===== config.mk =====
export PLATFORM = sky130hd
export DESIGN_NAME = protocol_responder
export DESIGN_NICKNAME = d
export VERILOG_FILES = /design/src/rtl/protocol_responder.sv
export SDC_FILE = /design/constraint.sdc
export NUM_CORES = 1
export LEC_CHECK = 0
export ABC_AREA = 1
export CORE_ASPECT_RATIO = 0.8
export CORE_UTILIZATION = 40
export CTS_CLUSTER_DIAMETER = 150
export DETAILED_ROUTE_END_ITERATION = 6
export PLACE_DENSITY = 0.7
export SLEW_MARGIN = 15
export SYNTH_ARGS = -nofsm -noshare
export SYNTH_HDL_FRONTEND = slang
export SYNTH_SLANG_ARGS = --single-unit

===== constraint.sdc =====
create_clock -name clock -period 2 [get_ports clock]
set_clock_uncertainty 0.1 [all_clocks]
set_input_delay 0.4 -clock clock [delete_from_list [all_inputs] [get_ports clock]]
set_output_delay 0.4 -clock clock [all_outputs]
set_load 0.05 [all_outputs]

===== src/rtl/protocol_responder.sv =====
// Two-byte UART command responder: (cmd, addr) in, one timed sensor transaction, (code, payload) out.
// Latency: addr byte -> DECODE 1 cycle; sensor_ack -> byte-0 tx_start 2 cycles; stalls on tx_active; rx bytes dropped while busy.
module protocol_responder #(
  parameter int unsigned FRAME_TIMEOUT  = 50_000_000,
  parameter int unsigned SENSOR_TIMEOUT = 100_000_000
) (
  input  logic       clock,
  input  logic       reset_n,
  input  logic       rx_valid,
  input  logic [7:0] rx_byte,
  output logic       tx_start,
  output logic [7:0] tx_byte,
  input  logic       tx_active,
  input  logic       tx_done,
  output logic       sensor_req,
  output logic [4:0] sensor_addr,
  output logic [1:0] sensor_sel,
  input  logic       sensor_ack,
  input  logic       sensor_err,
  input  logic [7:0] sensor_data,
  output logic       busy
);

  typedef enum logic [3:0] {
    IDLE, WAIT_ADDR, DECODE, SENSOR_REQ, SENSOR_WAIT,
    SEND_B0, WAIT_B0, SEND_B1, WAIT_B1
  } state_t;

  // Counters hold (limit - 1) on the cycle whose edge reaches the limit.
  localparam logic [31:0] FRAME_LAST  = 32'(FRAME_TIMEOUT - 1);
  localparam logic [31:0] SENSOR_LAST = 32'(SENSOR_TIMEOUT - 1);

  state_t      state_q, state_d;
  logic [7:0]  cmd_q, cmd_d;
  logic [7:0]  addr_q, addr_d;
  logic [7:0]  resp0_q, resp0_d;
  logic [7:0]  resp1_q, resp1_d;
  logic [31:0] frame_cnt_q, frame_cnt_d;
  logic [31:0] sens_cnt_q, sens_cnt_d;
  logic        tx_start_q, tx_start_d;
  logic [7:0]  tx_byte_q, tx_byte_d;
  logic        sensor_req_q, sensor_req_d;
  logic [4:0]  sensor_addr_q, sensor_addr_d;
  logic [1:0]  sensor_sel_q, sensor_sel_d;

  always_comb begin
    state_d       = state_q;
    cmd_d         = cmd_q;
    addr_d        = addr_q;
    resp0_d       = resp0_q;
    resp1_d       = resp1_q;
    frame_cnt_d   = frame_cnt_q;
    sens_cnt_d    = sens_cnt_q;
    tx_start_d    = 1'b0;
    tx_byte_d     = tx_byte_q;
    sensor_req_d  = 1'b0;
    sensor_addr_d = sensor_addr_q;
    sensor_sel_d  = sensor_sel_q;

    case (state_q)
      IDLE: begin
        if (rx_valid) begin
          cmd_d       = rx_byte;
          frame_cnt_d = '0;
          state_d     = WAIT_ADDR;
        end
      end
      WAIT_ADDR: begin
        frame_cnt_d = (frame_cnt_q == '1) ? frame_cnt_q : frame_cnt_q + 32'd1;
        // An address arriving on the timeout edge still wins.
        if (rx_valid) begin
          addr_d  = rx_byte;
          state_d = DECODE;
        end else if (frame_cnt_q >= FRAME_LAST) begin
          cmd_d   = '0;
          state_d = IDLE;
        end
      end
      DECODE: begin
        if (!(cmd_q inside {8'h01, 8'h02, 8'h03})) begin
          resp0_d = 8'hE0;
          resp1_d = cmd_q;
          state_d = SEND_B0;
        end else if (addr_q > 8'h1F) begin
          resp0_d = 8'hE1;
          resp1_d = addr_q;
          state_d = SEND_B0;
        end else begin
          sensor_sel_d  = cmd_q[1:0];
          sensor_addr_d = addr_q[4:0];
          sensor_req_d  = 1'b1;
          state_d       = SENSOR_REQ;
        end
      end
      SENSOR_REQ: begin
        sens_cnt_d = '0;
        state_d    = SENSOR_WAIT;
      end
      SENSOR_WAIT: begin
        sens_cnt_d = (sens_cnt_q == '1) ? sens_cnt_q : sens_cnt_q + 32'd1;
        if (sensor_ack) begin
          state_d = SEND_B0;
          if (sensor_err) begin
            resp0_d = 8'h1F;
            resp1_d = addr_q;
          end else begin
            case (cmd_q)
              8'h01:   begin resp0_d = 8'h09; resp1_d = sensor_data; end
              8'h02:   begin resp0_d = 8'h08; resp1_d = sensor_data; end
              default: begin resp0_d = 8'h07; resp1_d = addr_q;      end
            endcase
          end
        end else if (sens_cnt_q >= SENSOR_LAST) begin
          resp0_d = 8'hE2;
          resp1_d = addr_q;
          state_d = SEND_B0;
        end
      end
      SEND_B0: begin
        if (!tx_active) begin
          tx_start_d = 1'b1;
          tx_byte_d  = resp0_q;
          state_d    = WAIT_B0;
        end
      end
      WAIT_B0: begin
        if (tx_done) state_d = SEND_B1;
      end
      SEND_B1: begin
        if (!tx_active) begin
          tx_start_d = 1'b1;
          tx_byte_d  = resp1_q;
          state_d    = WAIT_B1;
        end
      end
      WAIT_B1: begin
        if (tx_done) state_d = IDLE;
      end
      default: state_d = IDLE;
    endcase
  end

  always_ff @(posedge clock or negedge reset_n) begin
    if (!reset_n) begin
      state_q       <= IDLE;
      cmd_q         <= '0;
      addr_q        <= '0;
      resp0_q       <= '0;
      resp1_q       <= '0;
      frame_cnt_q   <= '0;
      sens_cnt_q    <= '0;
      tx_start_q    <= 1'b0;
      tx_byte_q     <= '0;
      sensor_req_q  <= 1'b0;
      sensor_addr_q <= '0;
      sensor_sel_q  <= '0;
    end else begin
      state_q       <= state_d;
      cmd_q         <= cmd_d;
      addr_q        <= addr_d;
      resp0_q       <= resp0_d;
      resp1_q       <= resp1_d;
      frame_cnt_q   <= frame_cnt_d;
      sens_cnt_q    <= sens_cnt_d;
      tx_start_q    <= tx_start_d;
      tx_byte_q     <= tx_byte_d;
      sensor_req_q  <= sensor_req_d;
      sensor_addr_q <= sensor_addr_d;
      sensor_sel_q  <= sensor_sel_d;
    end
  end

  assign tx_start    = tx_start_q;
  assign tx_byte     = tx_byte_q;
  assign sensor_req  = sensor_req_q;
  assign sensor_addr = sensor_addr_q;
  assign sensor_sel  = sensor_sel_q;
  assign busy        = !(state_q == IDLE || state_q == WAIT_ADDR);

endmodule


# Word-level counts from Yosys, hierarchy flattened
# Cells that the tools add are included.
dict set report word_totals {
  register_bits 117
  output_inout_bits 18
  wordCells 104
  in_bits 23
}
dict set report classes {
  n_lt_le_gt_ge 3
  n_bitwise 1
  n_reduce_logical 18
  n_addsub 2
  n_eq_ne 25
  mux 43
}
# operator n
set ops {}
lappend ops {{$pmux 32 s2} 2}
lappend ops {{$mux 8} 15}
lappend ops {{$mux 32} 3}
lappend ops {{$add 32x1->32 const B} 2}
lappend ops {{$eq 32x32->1 const B} 2}
lappend ops {{$pmux 8 s2} 4}
lappend ops {{$mux 4} 9}
lappend ops {{$pmux 4 s9} 1}
lappend ops {{$ge 32x26->1 const B} 1}
lappend ops {{$ge 32x27->1 const B} 1}
lappend ops {{$ne 2x2->1 const B} 9}
lappend ops {{$eq 4x3->1 const B} 4}
lappend ops {{$eq 8x2->1 const B} 2}
lappend ops {{$reduce_and 3->1} 4}
lappend ops {{$ne 3x3->1 const B} 3}
lappend ops {{$eq 4x2->1 const B} 2}
lappend ops {{$eq 8x1->1 const B} 1}
lappend ops {{$gt 8x5->1 const B} 1}
lappend ops {{$pmux 4 s2} 1}
lappend ops {{$reduce_bool 2->1} 4}
lappend ops {{$reduce_and 7->1} 1}
lappend ops {{$mux 3} 2}
lappend ops {{$mux 1} 5}
lappend ops {{$mux 5} 1}
lappend ops {{other kinds (10)} 12}

# Depth between registers and ports, before layout
# Gate-level depths: netlist of the first run.
dict set report logic_depth {
  word_depth 6
  depth_mapped 13
  depth_no_buf 12
}

# Worst setup path before layout of the first run
# OpenSTA, ideal clock, no wires.
dict set report synth_timing {
  kind {reg-to-reg}
  from {register frame_cnt_q[0]}
  to {register frame_cnt_q[1]}
  n_path_buf 2
  setup_slack_ps 143
  path_stages_with_launch 13
  synth_period_minus_slack_ps 1857
  required_ps 1774
  setup_ps 126
  arrival_time_ps 1631
  cell_sequence {dfrtp_1 -> ha_1 -> nand3_2 -> inv_2 -> nand2_4 -> nor2_8 -> nand2_2 -> nor2_2 -> nand2_2 -> nand2_4 -> buf_8 -> buf_8 -> o21ai_0}
}
dict set report synth_via {
  elab_chain_len 3
  word_cells_on_any_way 6
  cone_classes {1 x add/sub; 2 x eq/ne; 2 x mux; 1 x reduce/logical}
}
# item line_no
set synth_lines {}
lappend synth_lines {{from (decl)} 38} ;# logic [31:0] frame_cnt_q, frame_cnt_d;
lappend synth_lines {{from (signal assigned)} 163} ;# frame_cnt_q <= frame_cnt_d;
lappend synth_lines {{$add 32x1->32 / $eq 32x32->1 (equally long branches)} 69} ;# frame_cnt_d = (frame_cnt_q == '1) ? frame_cnt_q : frame_cnt_q + 32'd1;
lappend synth_lines {{$mux 32 / $ne 2x2->1 (equally long branches)} -}
lappend synth_lines {{$pmux 32 s2 / $reduce_and 3->1 (equally long branches)} -}
# Several ways; a longest one is shown, not always the timed one. The select of a mux whose other input is x is not followed.
# A chain may end at the register's enable or synchronous reset.

# Worst setup path after layout of the first run
dict set report layout_timing {
  from {register state_q[3]}
  to {register resp0_q[0]}
}
dict set report layout_via {
  elab_chain_len 3
  word_cells_on_any_way 7
  cone_classes {4 x eq/ne; 1 x mux; 2 x reduce/logical}
}
# item line_no
set layout_lines {}
lappend layout_lines {{from (decl)} 33} ;# state_t state_q, state_d;
lappend layout_lines {{from (signal assigned)} 158} ;# state_q <= state_d;
lappend layout_lines {{$eq 4x2->1 / $eq 4x3->1 (equally long branches)} 60} ;# case (state_q)
lappend layout_lines {{$ne 3x3->1 (no line) / $reduce_bool 2->1 (equally long branches)} -}
lappend layout_lines {{$reduce_and 3->1 (no line)} -}
lappend layout_lines {{to (signal assigned)} 161} ;# resp0_q <= resp0_d;
lappend layout_lines {{to (decl)} 36} ;# logic [7:0] resp0_q, resp0_d;
# Several ways; a longest one is shown, not always the timed one.

==> flow_metrics.env, run 1 <==
export IMPL_dp_hpwl_mm=14.81
export IMPL_drt_wl_total_mm=19.71
export IMPL_globalRoute_busiestLayer="met1"
export IMPL_cp_end_kind="register"
export IMPL_coreArea_sq_mm=0.01682
export IMPL_gp_congestion=0.9611
export IMPL_finalHoldViolCount=0
export IMPL_hold_path_class="reg2reg"
export IMPL_io_pins=41
export IMPL_diodes=0
export IMPL_crit_end="resp0_q[0]"
export IMPL_required_ns=2.22
export IMPL_die_w_um=150.0
export IMPL_clock_sinks=115
export IMPL_r2r_end="resp0_q[0]"
export IMPL_r2r_start="state_q[3]"
export IMPL_antenna_found_initial=0
export IMPL_routed_via_density=5.213
export IMPL_crit_type="reg2reg"
export IMPL_yosysUniqueCellTypes=34
export IMPL_r2r_slack_ns=0.07
export IMPL_die_area_sq_mm=0.01806
export IMPL_grt_use_met3_pct=4.038
export IMPL_final_nets=1157
export IMPL_synth_nets=1064
export IMPL_outcome="finished, final reports clean"
export IMPL_slowest_delay_ns=0.40
export IMPL_die_y_um=120.4
export IMPL_path_cells="inv_1 -> nand2_1 -> nor2_4 -> nand3b_1 -> nor2_1 -> nand2_1 -> nand3_4 -> buf_4 -> nand2_1 -> o21ai_0"
export IMPL_synth_largest_area_cell="dfrtp_1"
export IMPL_place_inst=1331
export IMPL_synth_area_per_cell_sq_um=6.747
export IMPL_synth_warnings=0
export IMPL_drv_slew=0
export IMPL_fin_crit_ns=1.927
export IMPL_grt_pass1_wl_mm=32.63
export IMPL_start_util_pct=41.69
export IMPL_drive_gt1_share_pct=13.89
export IMPL_ir_drop_mv=0.5237
export IMPL_critPathArrivalTime_ns=2.14
export IMPL_setup_viol=0
export IMPL_track_usage_pct=22.95
export IMPL_drc=0
export IMPL_power_density_mw_per_mm2=1138
export IMPL_min_period_over_period_pct=96.35
export IMPL_critPathLaunchType="register"
export IMPL_crit_start="state_q[3]"
export IMPL_ant_nets=0
export IMPL_relSlewSlack_pct=60.61
export IMPL_path_clk_slew_ns=0.06
export IMPL_crit_buf_inv=2
export IMPL_routedWlPerCell_um=14.44
export IMPL_cp_top_family="simple AND/OR/NAND/NOR gates"
export IMPL_placed_cell_area_sq_mm=0.008039
export IMPL_rows=42
export IMPL_worstRegToRegCells=10
export IMPL_synth_top_area_share_pct=41.05
export IMPL_cts_path_max_buffers=2
export IMPL_drtPass1Iterations=6
export IMPL_cts_root_buf="clkbuf_16"
export IMPL_num_vias=7116
export IMPL_p_total_w=0.009901
export IMPL_max_freq_mhz=518.9
export IMPL_cap_violations=0
export IMPL_h_tree_depth=4
export IMPL_grtUsageMet2_pct=33.30
export IMPL_yosysSeqAreaShare_pct=41.05
export IMPL_multi_input_area_sq_mm=0.003647
export IMPL_worstHoldStart="tx_byte[0]"
export IMPL_n_fill_cell=1649
export IMPL_seqCellArea_sq_mm=0.002878
export IMPL_synth_cells=1039
export IMPL_syn_area_sq_mm=0.007010
export IMPL_grt_pass1_vias=6679
export IMPL_rsz0062_at_grt="yes"
export IMPL_clk_insertion_delay_late_ns=0.42
export IMPL_crit_path_max_fanout=6
export IMPL_met1_usage_pct=34.46
export IMPL_p_leak_nw=3.939
export IMPL_drtIter0Drc=568
export IMPL_critPathSlowestCell="dfrtp_1"
export IMPL_crit_cells=10
export IMPL_synthTopCellsByArea="dfrtp_1, nand2_1, nand3_1"
export IMPL_final_cell_area_sq_mm=0.008698
export IMPL_grt_max_degree=59
export IMPL_area_delta_synth_final_pct=24.08
export IMPL_ys_seq_elements=115
export IMPL_max_slew_worst_pin_slew_ns=0.5869
export IMPL_critPathMostFrequentCell="nand2_1"
export IMPL_finalNonFillerCells=1365
export IMPL_cts_inserted_buffers=17
export IMPL_cts_tree="built"
export IMPL_grt_overflow_total=0
export IMPL_io_buffers=40
## layout make-up
cell class                      count  share of cell area (%)
Inverter                          111                   4.790
Timing Repair Buffer               98                   10.43
Clock buffer                       17                   4.891
Sequential cell                   115                   33.08
Clock inverter                     15                   1.712
Tap cell                          220                   3.165
Multi-Input combinational cell    789                   41.93
## registers in the layout, indices dropped and copies added, names as in the netlist
name / count
tx_byte: 8
sensor_req: 1
tx_start: 1
cmd_q: 8
resp0_q: 6
sensor_sel: 2
sensor_addr: 5
frame_cnt_q: 32
resp1_q: 8
state_q: 4
sens_cnt_q: 32
addr_q: 8
## synth_stat cells
library cell	n
inv_2	6
nand3b_1	1
xor2_1	4
nor2_8	1
o21ai_0	91
xnor2_1	5
clkbuf_1	9
nand2_2	4
nand3_2	4
buf_2	7
o21ai_2	13
nor3_1	30
nor3_2	2
buf_4	4
or2_2	3
nand3_1	104
a31oi_1	1
ha_1	2
dfrtp_1	115
inv_1	105
o32ai_1	2
nor2_1	136
o21ai_1	1
a21oi_1	14
nand2_4	2
a21oi_2	1
buf_1	1
nand2_1	339
or4_1	1
buf_6	1
nor2_2	4
nand4_1	23
nor3b_1	1
buf_8	2
## worst register-to-register path, delay by kind of cell, from the launching register on
| kind | cells | cell delay, ns |
|---|---|---|
| flip-flops | 1 | 0.40 |
| buffers and inverters | 2 | 0.24 |
| AO/OA/AOI/OAI | 1 | 0.09 |
| AND/OR/NAND/NOR | 7 | 0.99 |
## logic make-up (layout without fill, tap and decap cells)
logic type               Yosys count  count (layout)  synth area share (%)
AND/OR/NAND/NOR                  655             655                 39.82
buffers and inverters            135             241                 7.996
AO/OA/AOI/OAI                    123             123                 9.656
flip-flops                       115             115                 41.05
XOR/XNOR                           9               9                 1.124
adder cells (fa/ha/maj)            2               2                0.3569
## placed cells by master, fill, tap and decap left out, types with 2 or more instances in the layout
cell type,count
a21oi_1,13
a21oi_2,2
buf_12,8
buf_4,59
buf_6,2
clkbuf_16,17
clkdlybuf4s50_1,21
clkinv_4,5
clkinvlp_4,2
dfrtp_1,115
dlygate4sd2_1,7
inv_1,101
inv_2,10
inv_6,5
nand2_1,336
nand2_2,7
nand2_4,2
nand3_1,102
nand3_2,5
nand4_1,23
nor2_1,131
nor2_2,8
nor3_1,28
nor3_2,3
o21ai_0,88
o21ai_1,4
o21ai_2,13
o32ai_1,2
or2_2,3
xnor2_1,5
xor2_1,4
## metal layers
metal,vias to the layer above,wire length [um],share of wire (%)
li1,3548,-,-
met1,3303,9816,50
met2,243,8404,43
met3,22,1259,6.4
met4,0,235,1.2
met5,-,0,0
## worst min-delay path by stage
stage                endpoint  depth (start not counted)
3_3_place_gp   frame_cnt_q[4]                          2
4_1_cts        sensor_addr[4]                          2
2_1_floorplan       addr_q[0]                          0
3_5_place_dp   frame_cnt_q[4]                          2
5_1_grt            resp0_q[3]                          2
6_report           tx_byte[0]                          2
## stage by stage
stage | setup TNS (ns) | hold WS (ns) | util, % | setup slack, ns
floorplan | 0 | 0.004409 | - | 0.1432
global placement | 0 | 0.3407 | 47.81 | 0.002264
detailed placement | -0.1354 | 0.3387 | 47.81 | -0.03165
CTS | 0 | 0.3838 | 51.24 | 0.002600
global route | -0.1732 | 0.4047 | 51.73 | -0.04283
finish | 0 | 0.3741 | 51.73 | 0.07299
## where the power goes
| part | switching, W | internal [W] | total, W |
|---|---|---|---|
| clock | 0.00123 | 0.00174 | 0.00297 |
| combinational | 0.00258 | 0.00133 | 0.00391 |
| sequential | 0.000265 | 0.00275 | 0.00302 |
| total | 0.00407 | 0.00583 | 0.00990 |
## what timing repair did
action                                  4_1_cts  5_1_grt
endpoints found under the setup margin        8       69
endpoints found under the hold margin       115        0
pin swaps                                     0        1
hold buffers                                  1        0
buffers inserted                              0        1
resized for setup                             8       25
Note: power is estimated with default switching activity, not from simulation.
==> run 2, diff against run 1 <==
--- a/config.mk
+++ b/config.mk
@@ -10,7 +10,7 @@
 export CORE_UTILIZATION = 40
 export CTS_CLUSTER_DIAMETER = 150
 export DETAILED_ROUTE_END_ITERATION = 6
-export PLACE_DENSITY = 0.7
+export PLACE_DENSITY = 0.68
 export SLEW_MARGIN = 15
 export SYNTH_ARGS = -nofsm -noshare
 export SYNTH_HDL_FRONTEND = slang
==> constraint.sdc (replaced) <==
create_clock -name clock -period 1.9 [get_ports clock]
set_clock_uncertainty 0.1 [all_clocks]
set_input_delay 0.38 -clock clock [delete_from_list [all_inputs] [get_ports clock]]
set_output_delay 0.38 -clock clock [all_outputs]
set_load 0.05 [all_outputs]
==> run 2 against run 1 <==
Net effect: via count up 1.0%; largest power group unchanged; routed wire length up 2.3%; final cell count grew 2.6%; highest routed layer unchanged; sequential power is 6% higher.
==> flow_metrics.env, run 2 (synthesis gave the netlist of run 1 again) <==
export IMPL_outcome="finished, final reports clean"
export IMPL_fin_util_pct=54.29
export IMPL_cts_root_buf="clkbuf_16"
export IMPL_relSlewSlack_pct=70.78
export IMPL_final_nets=1192
export IMPL_p_leak_nw=4.124
export IMPL_drive_gt1_share_pct=18.64
export IMPL_die_w_um=150.0
export IMPL_place_ws_ns=-0.1507
export IMPL_start_util_pct=41.69
export IMPL_grt_max_degree=34
export IMPL_cts_inserted_buffers=17
export IMPL_grt_overflow_total=0
export IMPL_drtPass1Iterations=7
export IMPL_routed_via_density=5.134
export IMPL_setup_viol=0
export IMPL_gp_congestion=0.8958
export IMPL_max_slew_worst_pin_slew_ns=0.4383
export IMPL_hold_path_class="in2async"
export IMPL_die_y_um=120.4
export IMPL_area_delta_synth_final_pct=30.23
export IMPL_layout_commonest_cell="nand2_1"
export IMPL_min_period_over_period_pct=97.50
export IMPL_h_tree_depth=4
export IMPL_io_pins=41
export IMPL_clock_sinks=115
export IMPL_coreArea_sq_mm=0.01682
export IMPL_critPathLaunchType="register"
export IMPL_cts_path_max_buffers=2
export IMPL_required_ns=1.42
export IMPL_clk_insertion_delay_late_ns=0.42
export IMPL_drtIter0Drc=616
export IMPL_crit_path_max_fanout=5
export IMPL_grt_pass1_vias=6748
export IMPL_layout_setup_ws_ns=0.04743
export IMPL_crit_type="reg2out"
export IMPL_drv_slew=0
export IMPL_rsz0062_at_grt="yes"
export IMPL_fin_crit_ns=1.853
export IMPL_rows=42
export IMPL_reg_top3="frame_cnt_q (32), sens_cnt_q (32)"
export IMPL_ant_nets=0
export IMPL_io_buffers=40
export IMPL_num_vias=7187
export IMPL_power_density_mw_per_mm2=1192
export IMPL_cp_end_kind="output port"
export IMPL_routedWlPerCell_um=14.40
export IMPL_track_usage_pct=23.38
export IMPL_drt_wl_total_mm=20.17
export IMPL_ir_drop_mv=0.5770
export IMPL_dp_hpwl_mm=14.82
export IMPL_antenna_found_initial=0
export IMPL_hold_slack_ns=0.3352
export IMPL_final_cell_area_sq_mm=0.009130
export IMPL_path_clk_slew_ns=0.06
export IMPL_critPathArrivalTime_ns=1.37
export IMPL_diodes=0
export IMPL_p_total_w=0.01088
export IMPL_grt_pass1_wl_mm=33.08
export IMPL_cap_violations=0
export IMPL_max_freq_mhz=539.8
export IMPL_cts_tree="built"
export IMPL_drc=0
export IMPL_final_cell_mix="nand2_1, nor2_1, dfrtp_1"
export IMPL_placed_cell_area_sq_mm=0.008189
export IMPL_finalHoldViolCount=0
export IMPL_die_area_sq_mm=0.01806
-- run 2: layout make-up --
cell class	count	area, sq um
fill	1629	7686
sequential	115	2882
inverter	111	431.7
clock buffer	19	432.9
tap	220	275.3
multi-input combinational	789	3752
timing repair buffer	133	1197
clock inverter	13	158.9
-- run 2: power breakdown --
part / total, W / internal [W] / switching, W
clock network: 0.00326 / 0.00206 / 0.00120
logic: 0.00442 / 0.00159 / 0.00283
registers: 0.00320 / 0.00290 / 0.000296
-- run 2: path summary, 6_finish.rpt --
check	start	endpoint	slack, ns	cells after the start
setup / recovery	state_q[2]	busy	0.05	5
hold / removal	reset_n	frame_cnt_q[30]	0.34	2
setup reg to reg	frame_cnt_q[0]	cmd_q[3]	0.07	13
hold reg to reg	resp1_q[3]	resp1_q[3]	0.38	2
max in group asynchronous	reset_n	frame_cnt_q[17]	0.79	3
min in group clock	resp1_q[3]	resp1_q[3]	0.38	2
-- run 2: timing repair --
action | CTS | global route
pin swaps | 3 | 7
hold buffers | 1 | 0
setup buffers | 1 | 9
resized for setup | 18 | 48
hold endpoints to repair | 27 | 0
endpoints found under the setup margin | 36 | 97
cloned | 1 | 1
-- run 2: critical path, cell delays in order (launching register included) --
cell and delay [ns]:
dfrtp_1 0.42, inv_2 0.09, nand2_4 0.08, inv_2 0.09, nand2_2 0.10, buf_12 0.17
-- run 2: metal layers --
| metal | vias up | wire [um] | track usage [%] |
|---|---|---|---|
| met5 | - | 0 | 0 |
| met4 | 0 | 311 | 8.396 |
| met3 | 30 | 1263 | 4.642 |
| met2 | 219 | 8651 | 33.42 |
| met1 | 3328 | 9939 | 34.61 |
| li1 | 3610 | - | - |
-- run 2: metrics by stage --
stage	std cells	TNS [ns]
global route	1400	-0.2096
CTS	1390	-0.001480
detailed placement	1355	-3.816
global placement	1355	-2.475
floorplan	1039	0
finish	1400	0
==> run 3, diff against run 2 <==
--- a/config.mk
+++ b/config.mk
@@ -8,6 +8,7 @@
 export ABC_AREA = 1
 export CORE_ASPECT_RATIO = 0.8
 export CORE_UTILIZATION = 40
+export CTS_BUF_LIST = sky130_fd_sc_hd__clkbuf_2
 export CTS_CLUSTER_DIAMETER = 150
 export DETAILED_ROUTE_END_ITERATION = 6
 export PLACE_DENSITY = 0.68
==> run 3 against run 2 <==
Net effect: the flow now finishes with violations (negative setup slack); final cell count rose by 1.2%; critical path depth did not move; clock-buffer cell count did not move; sequential power barely moved; via count rose by 1.0%; maximum frequency fell by 8.6%; die area did not move; design area fell by 1.4%; non-clock buffer count rose by 17; flip-flop and latch count did not move; critical path type unchanged; critical endpoint unchanged; highest routed layer unchanged.
==> flow_metrics.env, run 3 (synthesis gave the netlist of run 1 again) <==
export IMPL_coreArea_sq_mm=0.01682
export IMPL_diodes=0
export IMPL_final_cell_mix="nand2_1, nor2_1, dfrtp_1"
export IMPL_layout_commonest_cell="nand2_1"
export IMPL_die_w_um=150.0
export IMPL_crit_start="state_q[3]"
export IMPL_grt_pass1_wl_mm=32.91
export IMPL_num_vias=7260
export IMPL_ir_drop_mv=0.6472
export IMPL_drc=0
export IMPL_critPathMostFrequentCell="nand2_4"
export IMPL_cp_top_family="flip-flops"
export IMPL_drv_slew=0
export IMPL_hold_path_class="in2async"
export IMPL_drive_gt1_share_pct=20.63
export IMPL_violations="negative setup slack"
export IMPL_drt_wl_total_mm=20.59
export IMPL_outcome="finished with violations"
export IMPL_cts_root_buf="clkbuf_2"
export IMPL_dp_hpwl_mm=14.82
export IMPL_io_pins=41
export IMPL_max_freq_mhz=493.5
export IMPL_rsz0062_at_grt="yes"
export IMPL_routedWlPerCell_um=14.53
export IMPL_p_leak_nw=4.104
export IMPL_clock_sinks=115
export IMPL_start_util_pct=41.69
export IMPL_finalNonFillerCells=1417
export IMPL_layout_setup_ws_ns=-0.1264
export IMPL_gp_congestion=0.8958
export IMPL_finalHoldViolCount=0
export IMPL_critPathSlowestCell="dfrtp_1"
export IMPL_maxUsedRoutingLayer="met4"
export IMPL_drtIter0Drc=634
export IMPL_cts_tree="built"
export IMPL_ant_nets=0
export IMPL_cts_path_max_buffers=2
export IMPL_critPathLaunchType="register"
export IMPL_path_cells="inv_2 -> nand2_4 -> inv_4 -> nand2_4 -> buf_12"
export IMPL_dr_wl_met3_mm=1.351
export IMPL_slowest_delay_ns=0.44
export IMPL_area_delta_synth_final_pct=28.43
export IMPL_r2r_start="frame_cnt_q[7]"
export IMPL_reg_top3="frame_cnt_q (32), sens_cnt_q (32)"
export IMPL_fin_util_pct=53.54
export IMPL_die_area_sq_mm=0.01806
export IMPL_cp_end_kind="output port"
export IMPL_place_inst=1355
export IMPL_routed_via_density=5.124
export IMPL_final_nets=1209
export IMPL_grt_overflow_total=0
export IMPL_crit_path_max_fanout=3
export IMPL_critPathArrivalTime_ns=1.55
export IMPL_clk_insertion_delay_late_ns=0.71
export IMPL_required_ns=1.42
export IMPL_track_usage_pct=23.16
export IMPL_grt_pass1_vias=6699
export IMPL_cap_violations=0
export IMPL_grt_max_degree=34
export IMPL_met1_length_mm=10.12
export IMPL_path_clk_slew_ns=0.19
export IMPL_place_ws_ns=-0.1507
export IMPL_fin_crit_ns=2.026
export IMPL_wl_met2_mm=8.803
export IMPL_relSlewSlack_pct=69.05
export IMPL_h_tree_depth=4
export IMPL_max_slew_worst_pin_slew_ns=0.4642
export IMPL_power_density_mw_per_mm2=1090
export IMPL_die_y_um=120.4
export IMPL_antenna_found_initial=0
export IMPL_crit_buf_inv=3
export IMPL_setup_viol=1
export IMPL_p_total_w=0.009815
export IMPL_min_period_over_period_pct=106.7
export IMPL_rows=42
export IMPL_cts_inserted_buffers=17
export IMPL_n_fill_cell=1655
export IMPL_crit_type="reg2out"
export IMPL_io_buffers=40
export IMPL_drtPass1Iterations=5
[run 3: where the power goes]
group,switching (W),leakage [nW],internal [W]
clock,0.00103,0.151,0.000744
sequential,0.000285,1.53,0.00289
combinational,0.00299,2.43,0.00187
[run 3: timing repair]
item,CTS,global route
resized for setup,25,59
endpoints found under the setup margin,40,87
gates cloned,1,3
endpoints found under the hold margin,115,0
hold buffers,2,0
setup buffers,11,14
pin swaps,5,9
[run 3: layout make-up]
class	instances	area, sq um	share of cell area (%)
inverter	111	431.7	4.794
timing repair buffer	150	1383	15.36
tap	220	275.3	3.057
sequential	115	2883	32.02
multi-input combinational	789	3777	41.95
clock inverter	13	158.9	1.765
clock buffer	19	95.09	1.056
[run 3: layer usage]
metal | GRT usage (%) | vias to the layer above
met5 | 0 | -
met4 | 6.250 | 0
met3 | 4.981 | 30
met2 | 33.33 | 255
met1 | 34.65 | 3325
li1 | - | 3650
[run 3: path summary, 6_finish.rpt]
check | end | slack (ns) | cells after the start
hold reg to reg | resp1_q[3] | 0.41 | 2
setup / recovery | busy | -0.13 | 5
hold / removal | frame_cnt_q[31] | 0.04 | 2
max in group asynchronous | frame_cnt_q[22] | 0.75 | 3
min in group clock | cmd_q[0] | 0.14 | 3
setup reg to reg | frame_cnt_q[27] | 0.05 | 8
[run 3: per-stage QoR]
step	cell area (sq um)	hold WS (ns)	TNS (ns)
6_report	9004	0.03528	-0.1264
5_1_grt	9004	0.01185	-0.4149
4_1_cts	8652	0.001974	-0.1624
3_5_place_dp	8189	0.2518	-3.816
3_3_place_gp	8189	0.2620	-2.475
2_1_floorplan	7010	-0.01559	0
